File: src/rtl/fa_serial_sub.sv
// Bit-serial subtractor d = a - b - bi: one full-adder cell plus a carry flop, LSB first.
// Optional `FA_SERIAL_ADD_EN adds a `sub` port selecting add (0) or subtract (1).
module fa_serial_sub #(
    parameter int WIDTH = 4
) (
    input  logic             clk,
    input  logic             rst_n,
    input  logic             start,
    input  logic [WIDTH-1:0] a,
    input  logic [WIDTH-1:0] b,
    input  logic             bi,
`ifdef FA_SERIAL_ADD_EN
    input  logic             sub,
`endif
    output logic [WIDTH-1:0] d,
    output logic             bo,
    output logic             busy,
    output logic             done
);

    localparam int CW = $clog2(WIDTH) + 1;

    typedef enum logic [1:0] {IDLE, SHIFT, DONE} state_t;

    state_t           state, state_next;
    logic [WIDTH-1:0] ra, rb, rr;
    logic [CW-1:0]    cnt;
    logic             carry;
    logic             b_bit, sum, cout, last;
`ifdef FA_SERIAL_ADD_EN
    logic             rsub;
`endif

    // Subtraction is a + ~b + 1 - bi, so the second operand bit is inverted
    // and the carry chain starts from ~bi.
    always_comb begin
`ifdef FA_SERIAL_ADD_EN
        b_bit = rsub ? ~rb[0] : rb[0];
`else
        b_bit = ~rb[0];
`endif
        sum  = ra[0] ^ b_bit ^ carry;
        cout = (ra[0] & b_bit) | (ra[0] & carry) | (b_bit & carry);
        last = (cnt == CW'(WIDTH - 1));
    end

    // NOTE: every combinational output gets a default first so no latch is inferred.
    always_comb begin
        state_next = state;
        case (state)
            IDLE:    if (start) state_next = SHIFT;
            SHIFT:   if (last)  state_next = DONE;
            DONE:    state_next = IDLE;
            default: state_next = IDLE;
        endcase
    end

    // NOTE: sequential state uses non-blocking assignments so all flops update together.
    always_ff @(posedge clk or negedge rst_n) begin
        if (!rst_n) begin
            state <= IDLE;
        end else begin
            state <= state_next;
        end
    end

    always_ff @(posedge clk or negedge rst_n) begin
        if (!rst_n) begin
            ra    <= '0;
            rb    <= '0;
            rr    <= '0;
            cnt   <= '0;
            carry <= 1'b0;
            d     <= '0;
            bo    <= 1'b0;
`ifdef FA_SERIAL_ADD_EN
            rsub  <= 1'b0;
`endif
        end else begin
            case (state)
                IDLE: begin
                    if (start) begin
                        ra  <= a;
                        rb  <= b;
                        cnt <= '0;
`ifdef FA_SERIAL_ADD_EN
                        rsub  <= sub;
                        carry <= sub ? ~bi : bi;
`else
                        carry <= ~bi;
`endif
                    end
                end
                SHIFT: begin
                    carry <= cout;
                    ra    <= ra >> 1;
                    rb    <= rb >> 1;
                    rr    <= {sum, rr[WIDTH-1:1]};
                    cnt   <= cnt + CW'(1);
                    if (last) begin
                        d <= {sum, rr[WIDTH-1:1]};
`ifdef FA_SERIAL_ADD_EN
                        bo <= rsub ? ~cout : cout;
`else
                        bo <= ~cout;
`endif
                    end
                end
                default: ;
            endcase
        end
    end

    assign busy = (state == SHIFT);
    assign done = (state == DONE);

endmodule

File: config.mk
export PLATFORM = sky130hd
export DESIGN_NAME = fa_serial_sub
export DESIGN_NICKNAME = d
export VERILOG_FILES = /design/src/rtl/fa_serial_sub.sv
export SDC_FILE = /design/constraint.sdc
export NUM_CORES = 1
export LEC_CHECK = 0
export CAP_MARGIN = 40
export CORE_MARGIN = 4
export CORE_UTILIZATION = 40
export CTS_CLUSTER_DIAMETER = 120
export CTS_CLUSTER_SIZE = 28
export DETAILED_ROUTE_END_ITERATION = 10
export PLACE_DENSITY_LB_ADDON = 0.12
export REMOVE_ABC_BUFFERS = 1
export SLEW_MARGIN = 20
export SYNTH_ARGS = -nofsm -noshare
export SYNTH_HDL_FRONTEND = slang
export SYNTH_SLANG_ARGS = --single-unit
export TNS_END_PERCENT = 20
File: constraint.sdc
create_clock -name clk -period 3.5 [get_ports clk]
set_clock_uncertainty 0.2 [all_clocks]
set_input_delay 0.35 -clock clk [delete_from_list [all_inputs] [get_ports clk]]
set_output_delay 0.35 -clock clk [all_outputs]
set_load 0.05 [all_outputs]
=== Word-level counts from Yosys, hierarchy flattened ===
Cells that the tools add are included.

* Bits in registers: 23
* Input port bits: 12
* Output and inout port bits: 7
* Logic and storage cells: 40

* $add $sub $neg: 1
* Eq/ne operators: 5
* Muxes and demuxes: 11
* Bitwise operators: 10
* Reductions and logical operators: 5

{| class="wikitable"
|+ Operator list
! kind !! count
|-
| 4-bit one-hot mux with 2 select lines || 2
|-
| 4-bit 2-to-1 mux || 2
|-
| 3-bit one-hot mux with 2 select lines || 1
|-
| 2-bit AND reduction || 3
|-
| 2-bit 2-to-1 mux || 2
|-
| 2-bit one-hot mux with 2 select lines || 1
|-
| 3-bit by 1-bit adder with 3-bit output, second input constant || 1
|-
| 1-bit bitwise AND || 3
|-
| 3-bit by 2-bit equality test with 1-bit output, second input constant || 1
|-
| 3-bit 2-to-1 mux || 1
|-
| 1-bit NOT || 3
|-
| 2-bit by 1-bit equality test with 1-bit output, second input constant || 1
|-
| 2-bit equality test, second input constant || 1
|-
| 2-bit logical NOT || 1
|-
| 2-bit by 1-bit inequality test with 1-bit output, second input constant || 1
|-
| 2-bit inequality test, second input constant || 1
|-
| 1-bit OR || 2
|-
| 1-bit one-hot mux with 2 select lines || 1
|-
| 2-bit nonzero test || 1
|-
| 1-bit bitwise XOR || 2
|-
| 1-bit 2-to-1 mux || 1
|}

=== Depth between registers and ports, before layout ===
* Depth in word-level cells: 5
* Mapped depth: 5
* Gate-level depth less buffers: 5

=== Least setup slack after synthesis ===
OpenSTA, ideal clock, no wires.

* Path type: register to output
* Start: register state[1]
* End: output port done
* Data arrival time: 1.189 ns
* Required time: 2.950 ns
* Slack: 1.761 ns
* Stages on the path, launching flop included: 3
* Buffers on the path: 0
* Path through: dfrtp_1 inv_1 nor2_1

* Cells in the longest elaborated chain, start to end: 1

{| class="wikitable"
|+ RTL lines
! what !! line !! RTL
|-
| start, declared || 25 || <nowiki>state_t state, state_next;</nowiki>
|-
| start signal, assigned || 63 || <nowiki>state <= state_next;</nowiki>
|-
| 2-bit equality test || 115 || <nowiki>assign done = (state == DONE);</nowiki>
|-
| end, declared || 18 || <nowiki>output logic done</nowiki>
|}

No other way between the ends.

=== Worst setup path after layout ===
* Start: register state[0]
* End: output port busy

* Cells in the longest elaborated chain, start to end: 1

{| class="wikitable"
|+ RTL lines
! what !! line !! RTL
|-
| 2-bit by 1-bit equality test with 1-bit output || 114 || <nowiki>assign busy = (state == SHIFT);</nowiki>
|-
| end, declared || 17 || <nowiki>output logic busy,</nowiki>
|}

No other way between the ends.

==> metrics.txt <==
outcome finished, final reports clean; antenna violations before repair 0; Max clock buf depth 2; area share of the largest cell type after synthesis 54.93%; filler cell count 212; Fmax 0.4043 GHz; Commonest cells post-synth dfrtp_1, o22ai_1, a21oi_1; post-DR vias/cell 5.297; Hold Crit Class in2async; Worst Path Max Fanout 11; WP data arrival 1.92 ns; GRT Resource Usage Total 12.55%; total number of vias 678; Initial Util 43.63%; share of layout cells above drive strength 1 17.00%; FF+latch count, synth 22; Synth async-reset ratio 100.0%; Mapped Area 0.001002 mm2; Finished Layout Cells 128; critical path type reg2out; largest family of logic cells by synthesized area compound AO/OA/AOI/OAI gates; TritonCTS Buffers 3; die area 0.003370 mm2; MaxCap Viol Count 0; final worst path period need 2.473 ns; worst-skew pair later-pin latency 0.31 ns; first-pass iteration count of the detailed router 4; final net count 116; Buffers on Ports 18; die width 58.06 um; Fin. Hold Viols 0; CTS Hold Bufs 0; Post-Syn Area per Cell 12.53 um2; CTS root buffer clkbuf_4; Worst R2R Start cnt[0]$_DFFE_PN0P_; initial drt markers 5; Worst Max-Slew Pin Slew 0.5058 ns; Req. time, crit path 2.95 ns; CTS clk-pin slew, worst paths 0.12 ns; n_diodes 0; Core Region 0.002297 mm2; most numerous cell in the Yosys netlist dfrtp_1; wire length per cell 13.82 um; area occupied by multi-input gates 390.4 um2; vias in the first global route 667; Synth Area in Adders 4.494%; Slew headroom 66.17%; Final Max Tran Viols 0; RSZ-0062 raised after global routing no; Die Height 58.06 um; Final setup viols 0; Mapped Cells 80; Reg area 550.5 um2; Post-Synth Simple-Gate Area 8.115%; Final Cycle Share 70.67%; post-synth top area cell dfrtp_1; capturing point of the worst reg2reg path d[0]$_DFFE_PN0P_; PD cells 984.2 mW/mm2; main flop type after synthesis dfrtp_1; Startpoint Class register; ranking of synthesized cells by area dfrtp_1, o22ai_1, mux2_2; clk sinks 22; GPL Wtd Cong 0.7067; grt ovf 0; post-CTS sizing 0; mux cell area share after synthesis 8.614%; Routed WL 1769 um; first-pass GRT wire length 3125 um; setup tns final 0 ns; peak supply drop 0.4805 mV; sequential-to-total area share from yosys stat 54.93%; total placed cells including tap cells 124; I/O pin cnt 19; Worst R2R Path Depth 4; launch point of the worst path state[0]$_DFFE_PN0P_; Pleak 0.5412 nW; CTS tree yes; post-synthesis xor/xnor area fraction 0%; Detail Route Antenna Nets 0; htree depth 1; largest net degree at the start of global routing 14; CP endpoint kind output port; count of flip-flops with a built-in enable after synthesis 0; synth warn 0; DRC 0; R2R setup slack 1.87 ns; Final HPWL DP 1343 um; Compound-Gate Fraction of Synth Area 17.73%; row count 17; Netlist cell types 25; Layout area overhead 22.97%; post-CTS setup buffer count 0
## state kept, by name, summed over array words and instances, names as in the netlist
signal	count
d	4
ra	4
rb	4
cnt	3
rr	3
state	2
bo	1
carry	1
## cells by family after synthesis
| family | count (synthesis) |
|---|---|
| mux | 7 |
| buf+inv | 9 |
| fa+ha+maj | 3 |
| simple gates | 11 |
| compound gates | 28 |
| flops | 22 |
## per-layer routing
| layer | global-route usage [%] | share of wire (%) | vias to the layer above |
|---|---|---|---|
| li1 | - | - | 333 |
| met1 | 16.57 | 49 | 326 |
| met2 | 17.74 | 44 | 14 |
| met3 | 5.122 | 5.9 | 5 |
| met4 | 5.960 | 1.9 | 0 |
| met5 | 0 | 0 | - |
## cell usage in the layout (no fill, tap or decap), drive strengths merged
master,Yosys,layout
mux2,7,7
nand2b,3,3
nand3b,1,1
nor2,3,3
o22ai,12,12
o21ai,4,4
and2b,1,1
clkdlybuf4s50,0,18
inv,6,6
o21bai,1,1
buf,3,1
nand2,3,3
ha,2,2
fa,1,1
a21oi,6,6
a2bb2oi,2,2
a32o,1,1
a22o,1,1
o2bb2ai,1,1
clkbuf,0,4
dfrtp,22,22
## power breakdown
part	internal, W	switching, W
combinational	0.000284	0.000327
clock	0.0000635	0.0000758
sequential	0.000375	0.0000872
total	0.000723	0.000490
## worst max-delay path, stage by stage, from the launching register on
cell	delay, ns
dfrtp_1	0.56
nand2b_4	0.18
inv_4	0.08
clkdlybuf4s50_1	0.79
## metrics by stage
step                hold slack (ns)  power [W]  util, %  instance area [um2]  setup slack, ns
floorplan                   -0.1456  0.0009114        -                965.9            1.761
global placement             0.2635   0.001077    51.42                 1181            1.377
detailed placement           0.2701   0.001086    52.07                 1196            1.364
CTS                          0.1713   0.001227    53.65                 1232            1.008
global route                 0.1707   0.001312    53.65                 1232           0.9328
finish                       0.1624   0.001213    53.65                 1232            1.027
## final cells by class
| cell class | instances | share of cell area (%) |
|---|---|---|
| timing repair buffer | 19 | 15.84 |
| inverter | 6 | 2.030 |
| sequential | 22 | 44.67 |
| clock buffer | 4 | 2.944 |
| tap | 28 | 2.843 |
| multi-input combinational | 49 | 31.68 |
## how the worst max path moves through the flow
| stage | end | slack [ns] | cells past startpoint |
|---|---|---|---|
| 6_report | busy | 1.03 | 3 |
| 3_5_place_dp | busy | 1.36 | 3 |
| 4_1_cts | busy | 1.01 | 3 |
| 3_3_place_gp | busy | 1.38 | 3 |
| 5_1_grt | busy | 0.93 | 3 |
| 2_1_floorplan | done | 1.76 | 2 |
No activity file was read; power rests on OpenSTA's default activity.
